### src/rtl/wbu_pkg.sv
// wbu_pkg: shared types and constants for the write-back stage.
// Holds write-back select codes, FSM state encodings and datapath defaults.
// Imported by wbu and wbu_reg_file.
package wbu_pkg;

  localparam int WBU_XLEN   = 32;
  localparam int WBU_NR_REG = 32;

  // Write-back value source
  localparam logic [1:0] WBSEL_ALU = 2'd0;
  localparam logic [1:0] WBSEL_MEM = 2'd1;
  localparam logic [1:0] WBSEL_PC4 = 2'd2;
  localparam logic [1:0] WBSEL_CSR = 2'd3;

  // Encoding 2'd3 is illegal and recovers to ST_IDLE
  typedef enum logic [1:0] {
    ST_IDLE       = 2'd0,
    ST_WRITE      = 2'd1,
    ST_WAIT_READY = 2'd2
  } wbu_state_e;

endpackage

### src/rtl/wbu_reg_file.sv
// wbu_reg_file: NR_REG x XLEN general purpose register file, x0 hardwired to zero.
// Latency: write lands at the clock edge, reads are combinational with no bypass.
// Backpressure: none; the write port is a single-cycle strobe.
module wbu_reg_file
  import wbu_pkg::*;
#(
  parameter int XLEN   = WBU_XLEN,
  parameter int NR_REG = WBU_NR_REG,
  parameter int AW     = $clog2(NR_REG)
) (
  input  logic            clk,
  input  logic            rst,
  input  logic [AW-1:0]   waddr,
  input  logic [XLEN-1:0] wdata,
  input  logic            wen,
  input  logic [AW-1:0]   rs1_addr,
  input  logic [AW-1:0]   rs2_addr,
  output logic [XLEN-1:0] rs1_data,
  output logic [XLEN-1:0] rs2_data
);

  logic [XLEN-1:0] regs_q [NR_REG];

  // Storage: reset clears every register; writes to x0 are dropped
  always_ff @(posedge clk or posedge rst) begin
    if (rst) begin
      for (int i = 0; i < NR_REG; i++) begin
        regs_q[i] <= '0;
      end
    end else if (wen && (waddr != '0)) begin
      regs_q[waddr] <= wdata;
    end
  end

  // Read ports: x0 forced to zero independent of storage contents
  assign rs1_data = (rs1_addr == '0) ? '0 : regs_q[rs1_addr];
  assign rs2_data = (rs2_addr == '0) ? '0 : regs_q[rs2_addr];

endmodule

### src/rtl/wbu.sv
// wbu: write-back stage; captures a retiring instruction, commits it to the GPRs, hands dnpc to the IFU.
// Latency: capture in IDLE, GPR write at the end of WRITE, m_valid in WAIT_READY (3 cycles minimum per instruction).
// Backpressure: s_ready only in IDLE; WAIT_READY holds dnpcW until m_ready. Macro WBU_INSTRET_EN adds instret/commit.
module wbu
  import wbu_pkg::*;
#(
  parameter int XLEN   = WBU_XLEN,
  parameter int NR_REG = WBU_NR_REG
) (
  input  logic            clk,
  input  logic            rst,
  input  logic [XLEN-1:0] ALU_resultX,
  input  logic [XLEN-1:0] mdataM,
  input  logic [XLEN-1:0] csr_rdataX,
  input  logic [XLEN-1:0] pcX,
  input  logic [XLEN-1:0] dnpcX,
  input  logic [4:0]      rdX,
  input  logic            rwenX,
  input  logic [1:0]      wbselX,
  input  logic            s_valid,
  output logic            s_ready,
  output logic            m_valid,
  input  logic            m_ready,
  output logic [XLEN-1:0] dnpcW,
  input  logic [4:0]      rs1_addr,
  input  logic [4:0]      rs2_addr,
  output logic [XLEN-1:0] rs1_data,
  output logic [XLEN-1:0] rs2_data
`ifdef WBU_INSTRET_EN
  ,
  output logic [63:0]     instret,
  output logic            commit
`endif
);

  wbu_state_e      state_q, state_d;
  logic            s_ready_q, m_valid_q;
  logic            capture;

  logic [XLEN-1:0] alu_result_q, alu_result_d;
  logic [XLEN-1:0] mdata_q, mdata_d;
  logic [XLEN-1:0] csr_rdata_q, csr_rdata_d;
  logic [XLEN-1:0] pc_q, pc_d;
  logic [XLEN-1:0] dnpc_q, dnpc_d;
  logic [4:0]      rd_q, rd_d;
  logic            rwen_q, rwen_d;
  logic [1:0]      wbsel_q, wbsel_d;

  logic [XLEN-1:0] wb_dat;
  logic            gpr_wen;

  assign capture = (state_q == ST_IDLE) && s_valid;

  // Next-state logic; illegal encodings fall back to IDLE
  always_comb begin
    state_d = ST_IDLE;
    case (state_q)
      ST_IDLE:       state_d = s_valid ? ST_WRITE : ST_IDLE;
      ST_WRITE:      state_d = ST_WAIT_READY;
      ST_WAIT_READY: state_d = m_ready ? ST_IDLE : ST_WAIT_READY;
      default:       state_d = ST_IDLE;
    endcase
  end

  // FSM state with handshake outputs registered from the next state
  always_ff @(posedge clk or posedge rst) begin
    if (rst) begin
      state_q   <= ST_IDLE;
      s_ready_q <= 1'b1;
      m_valid_q <= 1'b0;
    end else begin
      state_q   <= state_d;
      s_ready_q <= (state_d == ST_IDLE);
      m_valid_q <= (state_d == ST_WAIT_READY);
    end
  end

  assign s_ready = s_ready_q;
  assign m_valid = m_valid_q;

  // Instruction capture: load on the IDLE handshake, hold otherwise
  always_comb begin
    alu_result_d = alu_result_q;
    mdata_d      = mdata_q;
    csr_rdata_d  = csr_rdata_q;
    pc_d         = pc_q;
    dnpc_d       = dnpc_q;
    rd_d         = rd_q;
    rwen_d       = rwen_q;
    wbsel_d      = wbsel_q;
    if (capture) begin
      alu_result_d = ALU_resultX;
      mdata_d      = mdataM;
      csr_rdata_d  = csr_rdataX;
      pc_d         = pcX;
      dnpc_d       = dnpcX;
      rd_d         = rdX;
      rwen_d       = rwenX;
      wbsel_d      = wbselX;
    end
  end

  // W registers
  always_ff @(posedge clk or posedge rst) begin
    if (rst) begin
      alu_result_q <= '0;
      mdata_q      <= '0;
      csr_rdata_q  <= '0;
      pc_q         <= '0;
      dnpc_q       <= '0;
      rd_q         <= '0;
      rwen_q       <= 1'b0;
      wbsel_q      <= WBSEL_ALU;
    end else begin
      alu_result_q <= alu_result_d;
      mdata_q      <= mdata_d;
      csr_rdata_q  <= csr_rdata_d;
      pc_q         <= pc_d;
      dnpc_q       <= dnpc_d;
      rd_q         <= rd_d;
      rwen_q       <= rwen_d;
      wbsel_q      <= wbsel_d;
    end
  end

  assign dnpcW = dnpc_q;

  // Write-back source select; PC+4 wraps modulo 2^XLEN
  always_comb begin
    wb_dat = alu_result_q;
    case (wbsel_q)
      WBSEL_ALU: wb_dat = alu_result_q;
      WBSEL_MEM: wb_dat = mdata_q;
      WBSEL_PC4: wb_dat = pc_q + XLEN'(4);
      WBSEL_CSR: wb_dat = csr_rdata_q;
      default:   wb_dat = alu_result_q;
    endcase
  end

  // Commit strobe is only live during WRITE, so it lands on the edge ending WRITE
  assign gpr_wen = (state_q == ST_WRITE) && rwen_q && (rd_q != 5'd0);

  wbu_reg_file #(
    .XLEN   (XLEN),
    .NR_REG (NR_REG),
    .AW     (5)
  ) u_reg_file (
    .clk      (clk),
    .rst      (rst),
    .waddr    (rd_q),
    .wdata    (wb_dat),
    .wen      (gpr_wen),
    .rs1_addr (rs1_addr),
    .rs2_addr (rs2_addr),
    .rs1_data (rs1_data),
    .rs2_data (rs2_data)
  );

`ifdef WBU_INSTRET_EN
  logic [63:0] instret_q, instret_d;

  assign commit = m_valid_q && m_ready;

  // Retired-instruction count, one per IFU handshake, wraps at 2^64
  always_comb begin
    instret_d = instret_q;
    if (commit) begin
      instret_d = instret_q + 64'd1;
    end
  end

  // Counter register
  always_ff @(posedge clk or posedge rst) begin
    if (rst) begin
      instret_q <= '0;
    end else begin
      instret_q <= instret_d;
    end
  end

  assign instret = instret_q;
`endif

endmodule

### config.mk
export PLATFORM = sky130hd
export DESIGN_NAME = wbu
export DESIGN_NICKNAME = d
export VERILOG_FILES = /design/src/rtl/wbu_pkg.sv /design/src/rtl/wbu_reg_file.sv /design/src/rtl/wbu.sv
export SDC_FILE = /design/constraint.sdc
export NUM_CORES = 2
export LEC_CHECK = 0
export BUFFER_PORTS_ARGS = -buffer_cell sky130_fd_sc_hd__buf_2
export CAP_MARGIN = 20
export CORE_ASPECT_RATIO = 1.1
export CORE_MARGIN = 4
export CORE_UTILIZATION = 45
export CTS_CLUSTER_DIAMETER = 200
export DETAILED_ROUTE_END_ITERATION = 10
export PLACE_DENSITY_LB_ADDON = 0.2
export SYNTH_ARGS = -nofsm -noshare
export SYNTH_HDL_FRONTEND = slang
export SYNTH_SLANG_ARGS = --single-unit
### constraint.sdc
create_clock -name clk -period 49.2 [get_ports clk]
set_input_delay 9.84 -clock clk [delete_from_list [all_inputs] [get_ports clk]]
set_output_delay 9.84 -clock clk [all_outputs]
set_load 0.05 [all_outputs]
After elaboration in Yosys (flattened, before gate mapping)
Cells that the tools add are included.
{ "word_totals": {"regBits": 1196, "input_bits": 182, "output_inout_bits": 98, "word_cells": 83} }
{ "classes": {"n_addsub": 1, "n_lt_le_gt_ge": 4, "eq_ne": 6, "n_mux": 15, "n_bitwise": 3, "n_reduce_logical": 11} }
{ "op_table": {"columns": ["op", "count"], "rows": [
  ["1024-bit bitwise mux", 1],
  ["32-bit binary-select mux with 5-bit select", 2],
  ["32-bit two-way mux", 7],
  ["32-bit demux with 5-bit select", 1],
  ["32-bit case mux with 4 select lines", 1],
  ["32-bit by 3-bit adder with 32-bit output, second input constant", 1],
  ["6-bit >= comparator, second input constant", 3],
  ["5-bit inverter with 6-bit output", 3],
  ["5-bit zero test", 2],
  ["2-bit == test, second input constant", 4],
  ["2-bit zero test", 3],
  ["6-bit by 1-bit less-than comparator with 1-bit output, second input constant", 1],
  ["2-bit case mux with 3 select lines", 1],
  ["1-bit logical AND", 5],
  ["5-bit nonzero test", 1],
  ["2-bit by 1-bit == test with 1-bit output, second input constant", 2],
  ["2-bit two-way mux", 1],
  ["1-bit two-way mux", 1]
]} }

Depth between registers and ports, before layout
{ "depth": {"word_depth": 6, "mapped_depth": 10} }

Cells and area by module
From an unflattened synthesis, not the netlist that was laid out.
{ "hier_totals": {"cells_unflattened": 4133, "hier_area_um2": 62648.8} }
{ "modules_own_cells": {"columns": ["module", "instances", "cells_each", "area_each_um2"], "rows": [
  ["wbu_reg_file", 1, 3614, 54945.2],
  ["wbu", 1, 519, 7703.6]
]} }

Worst setup path before layout
No wires, ideal clock.
{ "synth_timing": {"path_kind": "input-to-output", "startpoint": "in rs1_addr[0]", "endpoint": "out rs1_data[10]", "arrival_ns": 12.201, "required_ns": 39.360, "slack_ns": 27.159, "cell_stages": 7, "n_path_buf": 3, "path_cell_list": "clkbuf_1 -> clkbuf_1 -> buf_1 -> mux4_2 -> a22o_1 -> o21ai_0 -> o221ai_1"} }
{ "synth_between": {"elab_chain_cells": 5} }
{ "synth_lines": {"columns": ["item", "line", "rtl"], "rows": [
  ["start: declaration", "wbu.sv:25", "input logic [4:0] rs1_addr,"],
  ["5-bit inverter with 6-bit output (not written as such)", "wbu_reg_file.sv:36", "assign rs1_data = (rs1_addr == '0) ? '0 : regs_q[rs1_addr];"],
  ["32-bit binary-select mux with 5-bit select", "wbu_reg_file.sv:36", null],
  ["32-bit two-way mux (not written as such) (2 in a row)", "wbu_reg_file.sv:36", null],
  ["32-bit two-way mux (*)", "wbu_reg_file.sv:36", null],
  ["end: declaration", "wbu.sv:27", "output logic [XLEN-1:0] rs1_data,"]
]} }
Every way passes the cells marked *; elsewhere a longest branch is shown, timed or not. The select of a mux whose other input is x is not followed.

Worst setup path after layout
{ "layout_timing": {"startpoint": "in rs2_addr[1]", "endpoint": "out rs2_data[31]"} }
{ "layout_between": {"elab_chain_cells": 5} }
{ "layout_lines": {"columns": ["item", "line", "rtl"], "rows": [
  ["start: declaration", "wbu.sv:26", "input logic [4:0] rs2_addr,"],
  ["5-bit inverter with 6-bit output (not written as such)", "wbu_reg_file.sv:37", "assign rs2_data = (rs2_addr == '0) ? '0 : regs_q[rs2_addr];"],
  ["32-bit binary-select mux with 5-bit select", "wbu_reg_file.sv:37", null],
  ["32-bit two-way mux (not written as such) (2 in a row)", "wbu_reg_file.sv:37", null],
  ["32-bit two-way mux (*)", "wbu_reg_file.sv:37", null],
  ["end: declaration", "wbu.sv:28", "output logic [XLEN-1:0] rs2_data"]
]} }
Marks and branches as above.

==> results.md <==
* Vias in the first global route at about 45000
* Multiplexer share of the synthesized area at roughly a quarter
* Most used cell, CP: buf_4
* Main synth FF type: dfrtp_1
* Least-Margin Pin Slew at between 1000 and 1500 ps
* Synth cell types at slightly above 60
* Yosys Warn Count at 0
* Sequential share of the synthesized area at 49.3%
* Total wire length at between 150000 and 200000 um
* FF/Latch Area at between 20000 and 30000 um^2
* Post-synthesis simple-gate area fraction at 8.26%
* # Post-CTS Setup Buffers at 0
* Synth Area in Adders at less than 1%
* P&R area growth vs syn at 12.8%
* Syn Nets at around 5500
* DIE AREA at ~140000 um^2
* Grt ovf at 0
* Setup violators final at 0
* Layout cells sized above 1 at 27.7%
* WP data arrival at roughly 14000 ps
* Final Slew Violations at 0
* CP max stage delay at around 950 ps
* XOR/XNOR share of the synthesized area at less than 1%
* FP Rows at between 100 and 150
* Leak at 0.0292 uW
* 1st-iter DRT viols at about 5000
* Pwr dens at about 63 nW/um^2
* WS Path Type: input pin to output port
* IR drop worst, VDD at roughly 0.043 mV
* Kind of launch point of the worst setup path: input pin
* Drt drc at 0
* Hold Crit Class: flop to flop
* Multi-input combinational cell area at slightly below 30000 um^2
* Num ports at 280
* Crit end category: output port
* Seq cells post-synth at ~1200
* Wire length of the first global-routing pass at a little under 300000 um
* Worst path required time at between 30000 and 40000 ps
* DR vias at 44757
* Worst Path Buf+Inv at 5
* Global-route usage over all layers at 28.3%
* Synthesized area per cell at between 10 and 15 um^2
* Fin Clk Skew at between 20 and 30 ps
* GPL Wtd Cong at ~0.84
* Tmin final at around 24000 ps
* CTS hold repair buffers at 0
* Clock Path Buffers at 3
* Family with the most delay on the worst path: buffers and inverters
* PostCTS Resize Cnt at 0
* Initial antenna violation count at 17
* Netlist Area Pre-Place at around 60000 um^2
* PortBufs at approximately 280
* Worst path cell trace: buf_8, buf_4, buf_4, nor3_1, or3_2, buf_4, o221ai_1, buf_2
* H-tree levels at 4
* Clk sinks at 1196
* Clock root buffer: clkbuf_16
* Final hold viol count at 0
* Synth async-reset ratio at 100%
* FMAX at around 40 MHz
* Clk slew on worst S/H paths at 60 ps
* Period utilisation layout at between 40% and 50%
* Largest net degree at the start of global routing at roughly 180
* Status: finished clean
* RSZ-0062 raised after global routing: no
* Clock network latency to the later pin of the worst-skew pair at 780 ps
* Pre-antenna DRT Iters at 7
* Cell count after synthesis at 5273
* Die Width at roughly 360 um
* Setup TNS at 0 ps
* Max_slew headroom at between 20% and 30%
* Worst hold margin at around 400 ps
* Vias/cell at between 6 and 7
* TritonCTS buffer count at ~140
* CP max FO at between 80 and 90
* Die height at ~400 um
* CP max stage cell: buf_4
* # fillers at around 12000
* Max-Cap Viols at 0
* Core Region at around 130000 um^2
* EDFF count, synth at 0
* WL/cell at 27.7 um
* Starting density of the core at a little under half
* ANT nets after route at 0
* HPWL Detailed at 121000 um
* Synth Area in Compound Gates at between 10% and 20%
* Main combinational cell family by area after synthesis: multiplexers
* CTS tree: yes
* # nets final at approximately 5500
## Yosys cell counts, types with 4 or more instances
library cell | number | area share [%]
and2_1 | 4 | 0.041
nor4_2 | 6 | 0.12
xor2_1 | 5 | 0.072
o21ai_1 | 8 | 0.066
nor3_2 | 5 | 0.082
nand2b_1 | 6 | 0.062
mux2_2 | 193 | 3.6
mux4_2 | 512 | 19
a22oi_1 | 9 | 0.11
dfrtp_1 | 1195 | 49
o21ai_2 | 30 | 0.43
a211oi_1 | 4 | 0.049
nor2b_1 | 7 | 0.072
a31oi_1 | 159 | 1.6
or3_1 | 5 | 0.052
clkbuf_1 | 454 | 2.8
a222oi_1 | 6 | 0.099
nor3b_1 | 5 | 0.062
buf_6 | 4 | 0.074
nand4_1 | 10 | 0.10
and3_1 | 5 | 0.052
a22o_1 | 132 | 1.9
nand3_1 | 20 | 0.16
nor4_1 | 8 | 0.082
buf_2 | 53 | 0.44
nand3b_1 | 5 | 0.062
xnor2_1 | 7 | 0.10
nor2_1 | 503 | 3.1
o21ai_0 | 607 | 5.0
o221ai_1 | 64 | 0.92
o31ai_1 | 24 | 0.30
a21oi_1 | 359 | 3.0
mux2i_1 | 136 | 2.2
nand2_1 | 593 | 3.7
and4_1 | 6 | 0.087
buf_1 | 59 | 0.36
nor3_1 | 25 | 0.21
## power by group
group          leakage (uW)  switching, uW  internal [uW]  total [uW]
Combinational        0.0110            970            650        1620
Clock               0.00222            421            596        1020
Sequential           0.0160            308           1380        1690
Total                0.0292           1700           2630        4330
## layout by cell type (no fill, tap or decap), types with 38 or more instances in the layout
cell       count
mux2_2       193
buf_2        273
dfrtp_1     1193
o21ai_0      599
nand2_1      586
mux2i_1      136
nor2_1       490
o221ai_1      64
a21oi_1      353
a22o_1       132
buf_4        144
a31oi_1      157
mux4_2       512
clkbuf_16    141
o21ai_2       38
## registers in the layout, summed over array words and instances, names as in the netlist
| signal | count |
|---|---|
| m_valid | 1 |
| pc_q | 32 |
| rd_q | 5 |
| dnpcW | 32 |
| u_reg_file.regs_q | 1024 |
| rwen_q | 1 |
| wbsel_q | 2 |
| csr_rdata_q | 32 |
| s_ready | 1 |
| state_q | 2 |
| alu_result_q | 32 |
| mdata_q | 32 |
## metrics by stage
stage / area [um^2] / std cells / setup slack, ps / total power, uW / util (%)
3_5_place_dp: 63900 / 6916 / 24980 / 3300 / 47.6
4_1_cts: 68400 / 7159 / 24970 / 4320 / 50.9
3_3_place_gp: 63800 / 6912 / 25000 / 3250 / 47.6
6_report: 68500 / 7169 / 24870 / 4330 / 51.0
5_1_grt: 68500 / 7166 / 24800 / 4560 / 51.0
2_1_floorplan: 60700 / 5273 / 5670 / 2770 / -
## final timing paths
kind                                                           from                                  end  slack, ps  cells after the start
min in group asynchronous                                       rst   u_reg_file.regs_q[238]$_DFFE_PP0P_       9250                      2
worst max register to register                 state_q[0]$_DFF_PP0_   u_reg_file.regs_q[931]$_DFFE_PP0P_      45470                      5
worst min-delay path            u_reg_file.regs_q[1015]$_DFFE_PP0P_  u_reg_file.regs_q[1015]$_DFFE_PP0P_        390                      0
worst max-delay path                                    rs2_addr[1]                         rs2_data[31]      24870                      8
max in group asynchronous                                       rst   u_reg_file.regs_q[547]$_DFFE_PP0P_      36620                      5
worst min register to register  u_reg_file.regs_q[1015]$_DFFE_PP0P_  u_reg_file.regs_q[1015]$_DFFE_PP0P_        390                      0
## routing by layer
layer	vias to the layer above	GRT usage, %	part of all wire, %
li1	19491	-	-
met4	4	10.1	3.4
met3	371	5.98	8.2
met1	23027	38.7	41
met5	-	0.351	0.014
met2	1864	44.8	48
## cell families (layout without fill, tap and decap cells)
family	after synthesis	after routing
and+or+nand+nor	1228	1228
xor gates and xnor gates	12	12
adders and majority gates	1	1
AOI/OAI and AO/OA	1418	1418
muxes	841	841
DFF	1196	1196
buffers and inverters	577	679
other	0	7
## area by class of cell
class	count	area share, %
Sequential cell	1196	43.7
Tap cell	1787	3.27
Clock buffer	198	5.95
Inverter	4	0.0329
Antenna cell	7	0.0256
Timing Repair Buffer	432	3.99
Multi-Input combinational cell	3500	42.4
Clock inverter	45	0.588
## worst register-to-register path: stages, from the launching register on
cell and delay [ps]:
dfrtp_1 630, nand3b_1 620, nor2_2 1060, nand2_2 830, nand2_1 300, o21ai_0 130
(Power assumes the default switching activity.)
